**config.mk**
```make
export PLATFORM = sky130hd
export DESIGN_NAME = m_cpu_seq_flat
export DESIGN_NICKNAME = d
export VERILOG_FILES = /design/src/rtl/m_cpu_seq_if.sv /design/src/rtl/m_cpu_seq.sv /design/src/flat_wrapper.sv
export SDC_FILE = /design/constraint.sdc
export NUM_CORES = 1
export LEC_CHECK = 0
export ABC_AREA = 0
export CORE_MARGIN = 2
export CORE_UTILIZATION = 40
export CTS_CLUSTER_SIZE = 12
export DETAILED_ROUTE_END_ITERATION = 10
export GPL_ROUTABILITY_DRIVEN = 0
export HOLD_SLACK_MARGIN = 0.02
export PLACE_DENSITY = 0.66
export SYNTH_ARGS = -nofsm -noshare
export SYNTH_HDL_FRONTEND = slang
export SYNTH_SLANG_ARGS = --single-unit
```
**constraint.sdc**
```tcl
create_clock -name clk -period 9.3 [get_ports clk]
set_input_delay 1.395 -clock clk [delete_from_list [all_inputs] [get_ports clk]]
set_output_delay 1.395 -clock clk [all_outputs]
set_load 0.005 [all_outputs]
```
**src/rtl/m_cpu_seq_if.sv**
```systemverilog
// Sequencer bus: program fetch, datapath dispatch, interrupt/sleep control and status.
// master = sequencer side, slave = memory/datapath/environment side.
interface m_cpu_seq_if #(
  parameter int AW   = 10,
  parameter int DW   = 16,
  parameter int NIRQ = 4
);
  localparam int IW = (NIRQ > 1) ? $clog2(NIRQ) : 1;

  logic          run;
  logic          instr_req;
  logic [AW-1:0] instr_addr;
  logic [DW-1:0] instr_data;
  logic          instr_valid;
  logic          exec_valid;
  logic [3:0]    exec_op;
  logic [DW-5:0] exec_arg;
  logic          exec_ready;
  logic          zero_flag;
  logic          sleep_req;
  logic          wake_req;
  logic [NIRQ-1:0] irq;
  logic [NIRQ-1:0] imask;
  logic          irq_ack;
  logic [IW-1:0] irq_id;
  logic [AW-1:0] pc;
  logic [2:0]    state;
  logic          fault;

  modport master (
    input  run, instr_data, instr_valid, exec_ready, zero_flag,
           sleep_req, wake_req, irq, imask,
    output instr_req, instr_addr, exec_valid, exec_op, exec_arg,
           irq_ack, irq_id, pc, state, fault
  );

  modport slave (
    output run, instr_data, instr_valid, exec_ready, zero_flag,
           sleep_req, wake_req, irq, imask,
    input  instr_req, instr_addr, exec_valid, exec_op, exec_arg,
           irq_ack, irq_id, pc, state, fault
  );
endinterface

```
**src/rtl/m_cpu_seq.sv**
```systemverilog
// Instruction sequencer: fetch/decode/exec FSM with return stack, vectored maskable
// interrupts, sleep/wake and sticky fault. All bus outputs are registered.
module m_cpu_seq #(
  parameter int AW          = 10,
  parameter int DW          = 16,
  parameter int STACK_DEPTH = 8,
  parameter int NIRQ        = 4,
  parameter int RESET_VEC   = 0,
  parameter int IRQ_BASE    = 'h3F0
) (
  input  logic         clk,
  input  logic         reset,
  m_cpu_seq_if.master  bus
);
  localparam int IW  = (NIRQ > 1) ? $clog2(NIRQ) : 1;
  localparam int SIW = $clog2(STACK_DEPTH);
  localparam int SPW = SIW + 1;

  localparam logic [3:0] OP_NOP    = 4'd0;
  localparam logic [3:0] OP_LOAD   = 4'd1;
  localparam logic [3:0] OP_ADD    = 4'd3;
  localparam logic [3:0] OP_BRANCH = 4'd4;
  localparam logic [3:0] OP_BEQ    = 4'd5;
  localparam logic [3:0] OP_RETURN = 4'd6;
  localparam logic [3:0] OP_RETI   = 4'd7;
  localparam logic [3:0] OP_CALL   = 4'd8;
  localparam logic [3:0] OP_SLEEP  = 4'd9;

  typedef enum logic [2:0] {
    S_IDLE   = 3'd0,
    S_FETCH  = 3'd1,
    S_DECODE = 3'd2,
    S_EXEC   = 3'd3,
    S_WAITX  = 3'd4,
    S_SLEEP  = 3'd5,
    S_FAULT  = 3'd6
  } state_t;

  state_t          state_q;
  logic [AW-1:0]   pc_q;
  logic [DW-1:0]   ir_q;
  logic [SPW-1:0]  sp_q;
  logic            ie_q;
  logic            boot_q;
  logic            instr_req_q;
  logic            exec_valid_q;
  logic [3:0]      exec_op_q;
  logic [DW-5:0]   exec_arg_q;
  logic            irq_ack_q;
  logic [IW-1:0]   irq_id_q;
  logic            fault_q;
  logic [AW-1:0]   stack_q [STACK_DEPTH];

  logic [3:0]      op;
  logic [AW-1:0]   operand;
  logic [AW-1:0]   pc_inc;
  logic [NIRQ-1:0] irq_pend;
  logic            irq_any;
  logic            is_data_op;

  assign op         = ir_q[DW-1:DW-4];
  assign operand    = ir_q[AW-1:0];
  assign pc_inc     = pc_q + AW'(1);
  assign irq_pend   = bus.irq & bus.imask;
  assign irq_any    = |irq_pend;
  assign is_data_op = (op >= OP_LOAD) && (op <= OP_ADD);

  logic [AW-1:0]   seq_pc_d;
  logic            do_pop_d;
  logic            do_push_d;
  logic            go_sleep_d;
  logic            boundary_d;
  logic            stk_fault_d;
  logic [SPW-1:0]  sp_after_d;
  logic            take_irq_d;
  logic [IW-1:0]   irq_idx_d;
  logic [AW-1:0]   irq_vec_d;

  // Boundary decision: next sequential pc, stack effect, then fault > irq > sleep > fetch.
  always_comb begin
    seq_pc_d   = pc_inc;
    do_pop_d   = 1'b0;
    do_push_d  = 1'b0;
    go_sleep_d = bus.sleep_req;
    if (state_q == S_EXEC) begin
      case (op)
        OP_BRANCH: seq_pc_d = operand;
        OP_BEQ:    if (bus.zero_flag) seq_pc_d = operand;
        OP_RETURN,
        OP_RETI: begin
          do_pop_d = 1'b1;
          seq_pc_d = stack_q[SIW'(sp_q - SPW'(1))];
        end
        OP_CALL: begin
          do_push_d = 1'b1;
          seq_pc_d  = operand;
        end
        OP_SLEEP:  go_sleep_d = 1'b1;
        default:   seq_pc_d = pc_inc;
      endcase
    end

    boundary_d  = ((state_q == S_EXEC) && !is_data_op) ||
                  ((state_q == S_WAITX) && bus.exec_ready);
    stk_fault_d = (do_pop_d && (sp_q == '0)) ||
                  (do_push_d && (sp_q == SPW'(STACK_DEPTH)));
    sp_after_d  = sp_q + SPW'(do_push_d) - SPW'(do_pop_d);
    take_irq_d  = ie_q && irq_any && (sp_after_d < SPW'(STACK_DEPTH));

    irq_idx_d = '0;
    for (int i = NIRQ - 1; i >= 0; i--) begin
      if (irq_pend[i]) irq_idx_d = IW'(i);
    end
    irq_vec_d = AW'(IRQ_BASE) + AW'(irq_idx_d);
  end

  always_ff @(posedge clk or negedge reset) begin
    if (!reset) begin
      state_q      <= S_IDLE;
      pc_q         <= AW'(RESET_VEC);
      ir_q         <= '0;
      sp_q         <= '0;
      ie_q         <= 1'b0;
      boot_q       <= 1'b1;
      instr_req_q  <= 1'b0;
      exec_valid_q <= 1'b0;
      exec_op_q    <= '0;
      exec_arg_q   <= '0;
      irq_ack_q    <= 1'b0;
      irq_id_q     <= '0;
      fault_q      <= 1'b0;
    end else begin
      irq_ack_q <= 1'b0;
      case (state_q)
        S_IDLE: begin
          if (bus.run) begin
            state_q     <= S_FETCH;
            instr_req_q <= 1'b1;
          end
        end
        S_FETCH: begin
          if (bus.instr_valid) begin
            ir_q        <= bus.instr_data;
            instr_req_q <= 1'b0;
            state_q     <= S_DECODE;
          end
        end
        S_DECODE: begin
          if (op > OP_SLEEP) begin
            state_q <= S_FAULT;
            fault_q <= 1'b1;
          end else begin
            state_q <= S_EXEC;
          end
        end
        S_EXEC: begin
          if (is_data_op) begin
            state_q      <= S_WAITX;
            exec_valid_q <= 1'b1;
            exec_op_q    <= op;
            exec_arg_q   <= ir_q[DW-5:0];
          end
        end
        S_WAITX: begin
          if (bus.exec_ready) exec_valid_q <= 1'b0;
        end
        S_SLEEP: begin
          if (bus.wake_req || irq_any) begin
            state_q     <= S_FETCH;
            instr_req_q <= 1'b1;
          end
        end
        S_FAULT: state_q <= S_FAULT;
        default: state_q <= S_FAULT;
      endcase

      if (boundary_d) begin
        if (stk_fault_d) begin
          state_q <= S_FAULT;
          fault_q <= 1'b1;
        end else begin
          sp_q <= sp_after_d;
          if (boot_q) begin
            boot_q <= 1'b0;
            ie_q   <= 1'b1;
          end
          if ((state_q == S_EXEC) && (op == OP_RETI)) ie_q <= 1'b1;
          if (take_irq_d) begin
            sp_q        <= sp_after_d + SPW'(1);
            pc_q        <= irq_vec_d;
            ie_q        <= 1'b0;
            irq_ack_q   <= 1'b1;
            irq_id_q    <= irq_idx_d;
            state_q     <= S_FETCH;
            instr_req_q <= 1'b1;
          end else begin
            pc_q <= seq_pc_d;
            if (go_sleep_d) begin
              state_q <= S_SLEEP;
            end else begin
              state_q     <= S_FETCH;
              instr_req_q <= 1'b1;
            end
          end
        end
      end
    end
  end

  // Return stack storage needs no reset: sp alone defines which entries are live.
  always_ff @(posedge clk) begin
    if (boundary_d && !stk_fault_d) begin
      if (do_push_d)  stack_q[SIW'(sp_q)]       <= pc_inc;
      if (take_irq_d) stack_q[SIW'(sp_after_d)] <= seq_pc_d;
    end
  end

  assign bus.instr_req  = instr_req_q;
  assign bus.instr_addr = pc_q;
  assign bus.exec_valid = exec_valid_q;
  assign bus.exec_op    = exec_op_q;
  assign bus.exec_arg   = exec_arg_q;
  assign bus.irq_ack    = irq_ack_q;
  assign bus.irq_id     = irq_id_q;
  assign bus.pc         = pc_q;
  assign bus.state      = state_q;
  assign bus.fault      = fault_q;

endmodule

```
**src/flat_wrapper.sv**
```systemverilog
// flat-port wrapper written by rule: the top's interface ports become plain ports
module m_cpu_seq_flat 
#(
  parameter int AW          = 10,
  parameter int DW          = 16,
  parameter int STACK_DEPTH = 8,
  parameter int NIRQ        = 4,
  parameter int RESET_VEC   = 0,
  parameter int IRQ_BASE    = 'h3F0
)
  (clk, reset, bus_run, bus_instr_data, bus_instr_valid, bus_exec_ready, bus_zero_flag, bus_sleep_req, bus_wake_req, bus_irq, bus_imask, bus_instr_req, bus_instr_addr, bus_exec_valid, bus_exec_op, bus_exec_arg, bus_irq_ack, bus_irq_id, bus_pc, bus_state, bus_fault);
  m_cpu_seq_if #(.AW(AW), .DW(DW), .NIRQ(NIRQ)) bus_i ();
  input  logic clk;
  input  logic reset;
  input wire logic [$bits(bus_i.run)-1:0] bus_run;
  input wire logic [$bits(bus_i.instr_data)-1:0] bus_instr_data;
  input wire logic [$bits(bus_i.instr_valid)-1:0] bus_instr_valid;
  input wire logic [$bits(bus_i.exec_ready)-1:0] bus_exec_ready;
  input wire logic [$bits(bus_i.zero_flag)-1:0] bus_zero_flag;
  input wire logic [$bits(bus_i.sleep_req)-1:0] bus_sleep_req;
  input wire logic [$bits(bus_i.wake_req)-1:0] bus_wake_req;
  input wire logic [$bits(bus_i.irq)-1:0] bus_irq;
  input wire logic [$bits(bus_i.imask)-1:0] bus_imask;
  output wire logic [$bits(bus_i.instr_req)-1:0] bus_instr_req;
  output wire logic [$bits(bus_i.instr_addr)-1:0] bus_instr_addr;
  output wire logic [$bits(bus_i.exec_valid)-1:0] bus_exec_valid;
  output wire logic [$bits(bus_i.exec_op)-1:0] bus_exec_op;
  output wire logic [$bits(bus_i.exec_arg)-1:0] bus_exec_arg;
  output wire logic [$bits(bus_i.irq_ack)-1:0] bus_irq_ack;
  output wire logic [$bits(bus_i.irq_id)-1:0] bus_irq_id;
  output wire logic [$bits(bus_i.pc)-1:0] bus_pc;
  output wire logic [$bits(bus_i.state)-1:0] bus_state;
  output wire logic [$bits(bus_i.fault)-1:0] bus_fault;
  assign bus_i.run = bus_run;
  assign bus_i.instr_data = bus_instr_data;
  assign bus_i.instr_valid = bus_instr_valid;
  assign bus_i.exec_ready = bus_exec_ready;
  assign bus_i.zero_flag = bus_zero_flag;
  assign bus_i.sleep_req = bus_sleep_req;
  assign bus_i.wake_req = bus_wake_req;
  assign bus_i.irq = bus_irq;
  assign bus_i.imask = bus_imask;
  assign bus_instr_req = bus_i.instr_req;
  assign bus_instr_addr = bus_i.instr_addr;
  assign bus_exec_valid = bus_i.exec_valid;
  assign bus_exec_op = bus_i.exec_op;
  assign bus_exec_arg = bus_i.exec_arg;
  assign bus_irq_ack = bus_i.irq_ack;
  assign bus_irq_id = bus_i.irq_id;
  assign bus_pc = bus_i.pc;
  assign bus_state = bus_i.state;
  assign bus_fault = bus_i.fault;
  m_cpu_seq #(.AW(AW), .DW(DW), .STACK_DEPTH(STACK_DEPTH), .NIRQ(NIRQ), .RESET_VEC(RESET_VEC), .IRQ_BASE(IRQ_BASE)) u_core (.clk(clk), .reset(reset), .bus(bus_i));
endmodule
```
==> results of run 1 <==
[sequential cells by signal (all words and copies together), names as in the netlist]
signal	flops
u_core.ie_q	1
u_core.bus.instr_addr	10
u_core.stack_q	80
u_core.bus.instr_req	1
u_core.bus.state	3
u_core.bus.exec_valid	1
u_core.ir_q	16
u_core.sp_q	4
u_core.bus.irq_id	2
u_core.bus.exec_arg	12
u_core.bus.fault	1
u_core.boot_q	1
u_core.bus.exec_op	4
u_core.bus.irq_ack	1
[metrics by stage]
stage	worst slack, ns	total power (uW)
after floorplan	5.47	668
after global placement	4.62	690
after detailed placement	4.47	691
after CTS	4.43	1440
after global routing	3.97	1470
final	4.35	1430
[layer usage]
metal,track usage,routed length [um]
met4,0.0779,545
met5,0,0
met3,0.0471,1210
met1,0.265,7700
met2,0.338,9390
[cells by family after synthesis]
kind of cell	after synthesis	share of synthesized area
simple gates	155	0.102
flops	137	0.529
compound gates	130	0.120
mux	80	0.152
buf+inv	66	0.0488
xor+xnor	20	0.0242
fa+ha+maj	13	0.0235
[power by group through the flow]
stage               registers, uW  logic (uW)  clock network [uW]
detailed placement            659        31.6                   0
global route                  648        34.3                 789
CTS                           648        32.0                 762
finish                        648        31.6                 752
floorplan                     657        11.1                   0
global placement              659        30.7                   0
[cell usage in the layout (no fill, tap or decap), types with 3 or more instances in the layout]
cell | Yosys | routed
dfrtp_1 | 56 | 56
ha_1 | 12 | 12
a21oi_1 | 50 | 50
mux2i_1 | 22 | 22
edfxtp_1 | 80 | 80
and3_1 | 4 | 4
bufinv_16 | 0 | 6
nor3b_1 | 3 | 3
mux2_2 | 38 | 38
o31ai_1 | 5 | 5
nand3_1 | 5 | 5
buf_4 | 17 | 17
and2_1 | 4 | 4
a222oi_1 | 8 | 8
xnor2_1 | 13 | 13
clkinvlp_4 | 0 | 3
nor4_2 | 0 | 5
nand3b_1 | 3 | 3
a22o_1 | 3 | 3
clkbuf_16 | 0 | 17
xor2_1 | 7 | 7
nand2_1 | 46 | 46
o21ai_0 | 18 | 18
a22oi_1 | 4 | 4
nor2_1 | 59 | 59
nand2b_1 | 5 | 5
mux4_2 | 20 | 20
a21o_1 | 8 | 8
inv_1 | 14 | 14
nor2b_1 | 4 | 4
or4_1 | 4 | 4
a31oi_1 | 3 | 3
o211ai_1 | 9 | 9
clkdlybuf4s50_1 | 0 | 75
[final timing paths]
path | cells after the start | endpoint | start
worst max-delay path | 10 | u_core.stack_q[7][8] | u_core.bus.state[1]
min in group asynchronous | 2 | u_core.bus.instr_addr[0] | reset
max in group asynchronous | 2 | u_core.ir_q[8] | reset
worst max register to register | 10 | u_core.stack_q[7][8] | u_core.bus.state[1]
worst min register to register | 1 | u_core.bus.irq_id[1] | u_core.bus.irq_id[1]
worst min-delay path | 1 | u_core.bus.irq_id[1] | u_core.bus.irq_id[1]
[critical path: stages (launching register included)]
cell and delay, ns:
dfrtp_1 0.63, nand3b_1 0.29, nor2_1 0.84, ha_1 0.29, inv_1 0.07, ha_1 0.28, and3b_1 0.19, o31ai_2 0.26
nand3_1 0.31, or4_1 0.92, nand2_1 0.50
[layout make-up]
type / count / share of cell area
multi-input cells: 398 / 0.351
well taps: 229 / 0.0325
repair buffers: 93 / 0.100
clock buffers: 19 / 0.0492
flip-flops and latches: 137 / 0.435
inverters: 15 / 0.00639
clock inverters: 13 / 0.0256
==> summary.md, run 1 <==
| Metric | Value |
|---|---|
| Switching power | 270 uW |
| Final WL | 18.8 mm |
| Via density | 5.71 |
| Tmin final | 4.95 ns |
| Ys Warns | 0 |
| Total congestion overflow | 0 |
| CTS tree | yes |
| Post-Syn Area | 0.00723 mm^2 |
| CTS resizes | 0 |
| Hold Crit Class | reg2reg |
| Peak VDD IR | 0.122 mV |
| Avg Inst Size Synth | 12.0 um^2 |
| R2R Setup Slk | 4.35 ns |
| Clock Power Share | 0.525 |
| # clock sinks | 137 |
| Chip Height | 138 um |
| Layout Nets | 707 |
| Area occupied by multi-input gates | 0.00309 mm^2 |
| Most numerous cell in the Yosys netlist | edfxtp_1 |
| Final worst path period share | 0.532 |
| Synth unique cells | 62 |
| Non-Filler Instances | 904 |
| Pwr Density | 163 mW/mm^2 |
| Setup bufs post-CTS | 0 |
| RSZ-0062 raised after global routing | no |
| Post-DRT Antenna Nets | 0 |
| Yosys reg bits | 137 |
| Share of the synthesized area in the top cell type | 0.332 |
| Maximum net fanout on the critical path | 15 |
| # setup viols final | 0 |
| ANT cells | 0 |
| Row count | 49 |
| Largest net degree at the start of global routing | 58 |
| CTS buffer count | 17 |
| Post-DP HPWL | 13.2 mm |
| Core box area | 0.0178 mm^2 |
| Count of pins over their slew limit | 0 |
| CTS Hold Bufs | 0 |
| Leak | 0.00329 uW |
| Reg power frac | 0.452 |
| Power Internal | 1160 uW |
| Worst-Margin Slew | 1.38 ns |
| Synth area leader | edfxtp_1 |
| I/O pins | 77 |
| Headroom to the max-slew limit | 0.0791 |
| Sw Ratio | 0.189 |
| WHS | 0.488 ns |
| Synth area leaders | edfxtp_1 (33%), dfrtp_1 (19%), mux4_2 (6.2%), mux2_2 (5.9%), a21oi_1 (3.5%) |
| Critical Path RT | 9.37 ns |
| Pre-antenna DRT Iters | 6 |
| Layout fillers | 1541 |
| Routed len/inst | 20.8 um |
| Layout Utilization | 0.494 |
| Register area share after synthesis | 0.529 |
| Buffers on Ports | 76 |
| Synth top cells by count | edfxtp_1 (80), nor2_1 (59), dfrtp_1 (56), a21oi_1 (50), nand2_1 (46) |
| Post-Syn Nets | 646 |
| Worst-Skew Late Latency | 0.43 ns |
| Root Driver | clkbuf_16 |
| DRC | 0 |
| DRT iter0 DRCs | 538 |
| Initial core utilization | 0.405 |
| Number of vias in the routed layout | 5161 |
| Clock slew at reported path FFs | 0.06 ns |
| Vias in the first global route | 5260 |
| Area grow syn2layout | 21.7% |
| Max-cap violations | 0 |
| Share of cells above drive strength 1 | 0.179 |
| Die Area | 0.0192 mm^2 |
| Antenna violations before repair | 0 |
| Max Fclk | 202 MHz |
| Worst Path Arrival | 5.02 ns |
| Setup_tns | 0 ns |
| Status | complete, no violations |
| GRT Total Usage | 0.205 |
| Area after DPL | 0.00815 mm^2 |
| Max Buffers Root-to-Sink | 2 |
| Asr flop ratio synth | 0.416 |
| Die width | 138 um |
| Logic pwr share | 0.022 |
| First-pass GRT wire length | 30.2 mm |
| Area taken by flip-flops and latches | 0.00383 mm^2 |
| Syn Inst Count | 601 |
| Placed cell count | 872 |
| H-tree Lvls | 4 |
| Clock Skews | 0.0103 ns |
| Fin area | 0.00880 mm^2 |
| EDFF count, synth | 80 |
| Startpoint Class | flip-flop |
| Crit. End Element | flip-flop |
| Main synth FF type | edfxtp_1 |
| Kind of critical path | reg2reg |
| Final Hold Viols | 0 |
Power figures use the tool's default switching activity.
==> run 2, diff against run 1 <==
--- a/config.mk
+++ b/config.mk
@@ -12,7 +12,7 @@
 export DETAILED_ROUTE_END_ITERATION = 10
 export GPL_ROUTABILITY_DRIVEN = 0
 export HOLD_SLACK_MARGIN = 0.02
-export PLACE_DENSITY = 0.66
+export PLACE_DENSITY = 0.68
 export SYNTH_ARGS = -nofsm -noshare
 export SYNTH_HDL_FRONTEND = slang
 export SYNTH_SLANG_ARGS = --single-unit
==> constraint.sdc (replaced) <==
create_clock -name clk -period 4 [get_ports clk]
set_input_delay 0.6 -clock clk [delete_from_list [all_inputs] [get_ports clk]]
set_output_delay 0.6 -clock clk [all_outputs]
set_load 0.005 [all_outputs]
==> run 2 against run 1 <==
Net effect:
- non-clock buffer count grew 4
- total power grew 130%
- die area unchanged
- critical path depth down 3
- register-to-register slack got worse by 4.0 ns
- critical path type unchanged
==> summary.md, run 2 (synthesis gave the netlist of run 1 again) <==
| Metric | Value |
|---|---|
| Kind of critical path | reg2reg (unchanged) |
| Fin area | 0.00880 mm^2 (about the same) |
| Routed len/inst | 20.4 um (was 20.8 um) |
| Reg2reg start | u_core.ir_q[13] (was u_core.bus.state[1]) |
| RSZ-0062 raised after global routing | no (unchanged) |
| DRC | 0 (unchanged) |
| Layout Nets | 711 (was 707) |
| I/O pins | 77 (unchanged) |
| Final worst path period share | 0.924 (was 0.532) |
| Root Driver | clkbuf_16 (unchanged) |
| Initial core utilization | 0.405 (unchanged) |
| Maximum net fanout on the critical path | 11 (was 15) |
| Largest net degree at the start of global routing | 31 (was 58) |
| Via density | 5.76 (was 5.71) |
| Clock Skews | 0.00781 ns (was 0.0103 ns) |
| Post-DRT Antenna Nets | 0 (unchanged) |
| GRT Total Usage | 0.198 (was 0.205) |
| CTS Hold Bufs | 0 (unchanged) |
| Worst-Skew Late Latency | 0.43 ns (about the same) |
| Core box area | 0.0178 mm^2 (unchanged) |
| Crit. End Element | flip-flop (unchanged) |
| Headroom to the max-slew limit | 0.193 (was 0.0791) |
| Area after DPL | 0.00818 mm^2 (was 0.00815 mm^2) |
| Antenna violations before repair | 0 (unchanged) |
| Top sig layer | met4 (unchanged) |
| Share of cells above drive strength 1 | 0.180 (was 0.179) |
| WL met3 | 1.38 mm (was 1.21 mm) |
| Count of pins over their slew limit | 0 (unchanged) |
| Setup bufs post-CTS | 0 (unchanged) |
| Final Hold Viols | 0 (unchanged) |
| Area grow syn2layout | 21.7% (about the same) |
| Critical Path RT | 4.06 ns (was 9.37 ns) |
| Status | complete, no violations (unchanged) |
| Post-DP HPWL | 12.7 mm (was 13.2 mm) |
| CTS buffer count | 17 (unchanged) |
| Most frequent cells in the layout | edfxtp_1 (80), clkdlybuf4s50_1 (75), nor2_1 (59), dfrtp_1 (56), a21oi_1 (50) (unchanged) |
| Clock slew at reported path FFs | 0.06 ns (about the same) |
| Final WL | 18.5 mm (was 18.8 mm) |
| Pre-antenna DRT Iters | 6 (unchanged) |
| CTS tree | yes (unchanged) |
| Worst path max stage delay | 0.61 ns (was 0.92 ns) |
| Total congestion overflow | 0 (unchanged) |
| Max reg flops | 80 (unchanged) |
| WHS | 0.198 ns (was 0.488 ns) |
| Metal2 WL | 9.02 mm (was 9.39 mm) |
| Max Fclk | 271 MHz (was 202 MHz) |
| # setup viols final | 0 (unchanged) |
| Worst setup path endpoint | u_core.stack_q[4][4] (was u_core.stack_q[7][8]) |
| Most flops, register | u_core.stack_q (unchanged) |
| CP cell instances | or4b_4 > nor2_1 > ha_1 > fa_1 > or2_2 > or4_1 > nand2_1 (was nand3b_1 > nor2_1 > ha_1 > inv_1 > ha_1 > and3b_1 > o31ai_2 > nand3_1 > or4_1 > nand2_1) |
| Setup_tns | 0 ns (unchanged) |
| Setup crit start | u_core.ir_q[13] (was u_core.bus.state[1]) |
| Hold Crit Class | in2async (was reg2reg) |
| Final setup margin | 0.304 ns (was 4.35 ns) |
| Worst-Margin Slew | 1.21 ns (was 1.38 ns) |
| FF-to-FF End | u_core.stack_q[4][4] (was u_core.stack_q[7][8]) |
| Most common cell after layout, fill and taps aside | edfxtp_1 (unchanged) |
| Startpoint Class | flip-flop (unchanged) |
| Die Area | 0.0192 mm^2 (unchanged) |
| Leak | 0.00329 uW (about the same) |
| Pwr Density | 368 mW/mm^2 (was 163 mW/mm^2) |
| Chip Height | 138 um (unchanged) |
| WL met1 | 7.63 mm (was 7.70 mm) |
| Max-cap violations | 0 (unchanged) |
| ANT cells | 0 (unchanged) |
| Vias in the first global route | 5332 (was 5260) |
| Tmin final | 3.70 ns (was 4.95 ns) |
| Number of vias in the routed layout | 5227 (was 5161) |
| Buffers on Ports | 76 (unchanged) |
| Peak VDD IR | 0.299 mV (was 0.122 mV) |
| Worst Path Arrival | 3.75 ns (was 5.02 ns) |
| R2R Setup Slk | 0.30 ns (was 4.35 ns) |
| Worst r2r path cells | 7 (was 10) |
| H-tree Lvls | 4 (unchanged) |
| CP max-delay cell | or4b_4 (was or4_1) |
| PnR Total Power | 3240 uW (was 1430 uW) |
| Die width | 138 um (unchanged) |
| # clock sinks | 137 (unchanged) |
| Max Buffers Root-to-Sink | 2 (unchanged) |
| Pre-CTS WS | 0.315 ns (was 4.47 ns) |
| DRT iter0 DRCs | 532 (was 538) |
| First-pass GRT wire length | 29.1 mm (was 30.2 mm) |
| Row count | 49 (unchanged) |
run 2: worst max-delay path: cells and delay by family, from the launching register on:
family | cells | cell delay, ns
flops | 1 | 0.51
simple gates | 5 | 2.10
fa+ha+maj | 2 | 0.71
run 2: routing by layer:
metal | GRT usage | up-vias
met5 | 0 | -
met2 | 0.323 | 247
li1 | - | 2367
met3 | 0.0488 | 34
met1 | 0.252 | 2579
met4 | 0.0854 | 0
run 2: worst min-delay path by stage:
stage                         startpoint                      to  slack, ns  depth (start not counted)
global placement    u_core.bus.irq_id[1]    u_core.bus.irq_id[1]       0.47                          1
floorplan                          reset  u_core.bus.exec_arg[0]       0.30                          0
global route                       reset    u_core.bus.irq_id[0]       0.24                          1
finish                             reset    u_core.bus.instr_req       0.20                          1
detailed placement  u_core.bus.irq_id[1]    u_core.bus.irq_id[1]       0.47                          1
CTS                                reset    u_core.bus.instr_req       0.21                          1
run 2: area by class of cell:
| cell class | instances | area, um^2 |
|---|---|---|
| clock buffers | 21 | 440 |
| flip-flops and latches | 137 | 3830 |
| inverters | 15 | 56.3 |
| repair buffers | 97 | 913 |
| well taps | 229 | 287 |
| multi-input cells | 398 | 3100 |
| clock inverters | 11 | 176 |
| fillers | 1498 | 9040 |
run 2: where the power goes:
group	total [uW]	switching (uW)	internal, uW	leakage (uW)
combinational	72.9	30.5	42.4	0.00167
clock	1660	568	1090	0.000293
sequential	1510	12.8	1490	0.00132
total	3240	611	2630	0.00329
run 2: what timing repair did:
item / 4_1_cts / 5_1_grt
resized for setup: 0 / 2
endpoints found under the setup margin: 0 / 20
endpoints found under the hold margin: 0 / 0
run 2: per-stage QoR:
step / instances / utilization
2_1_floorplan: 601 / -
5_1_grt: 908 / 0.493
4_1_cts: 908 / 0.493
3_5_place_dp: 876 / 0.459
6_report: 908 / 0.493
3_3_place_gp: 876 / 0.459
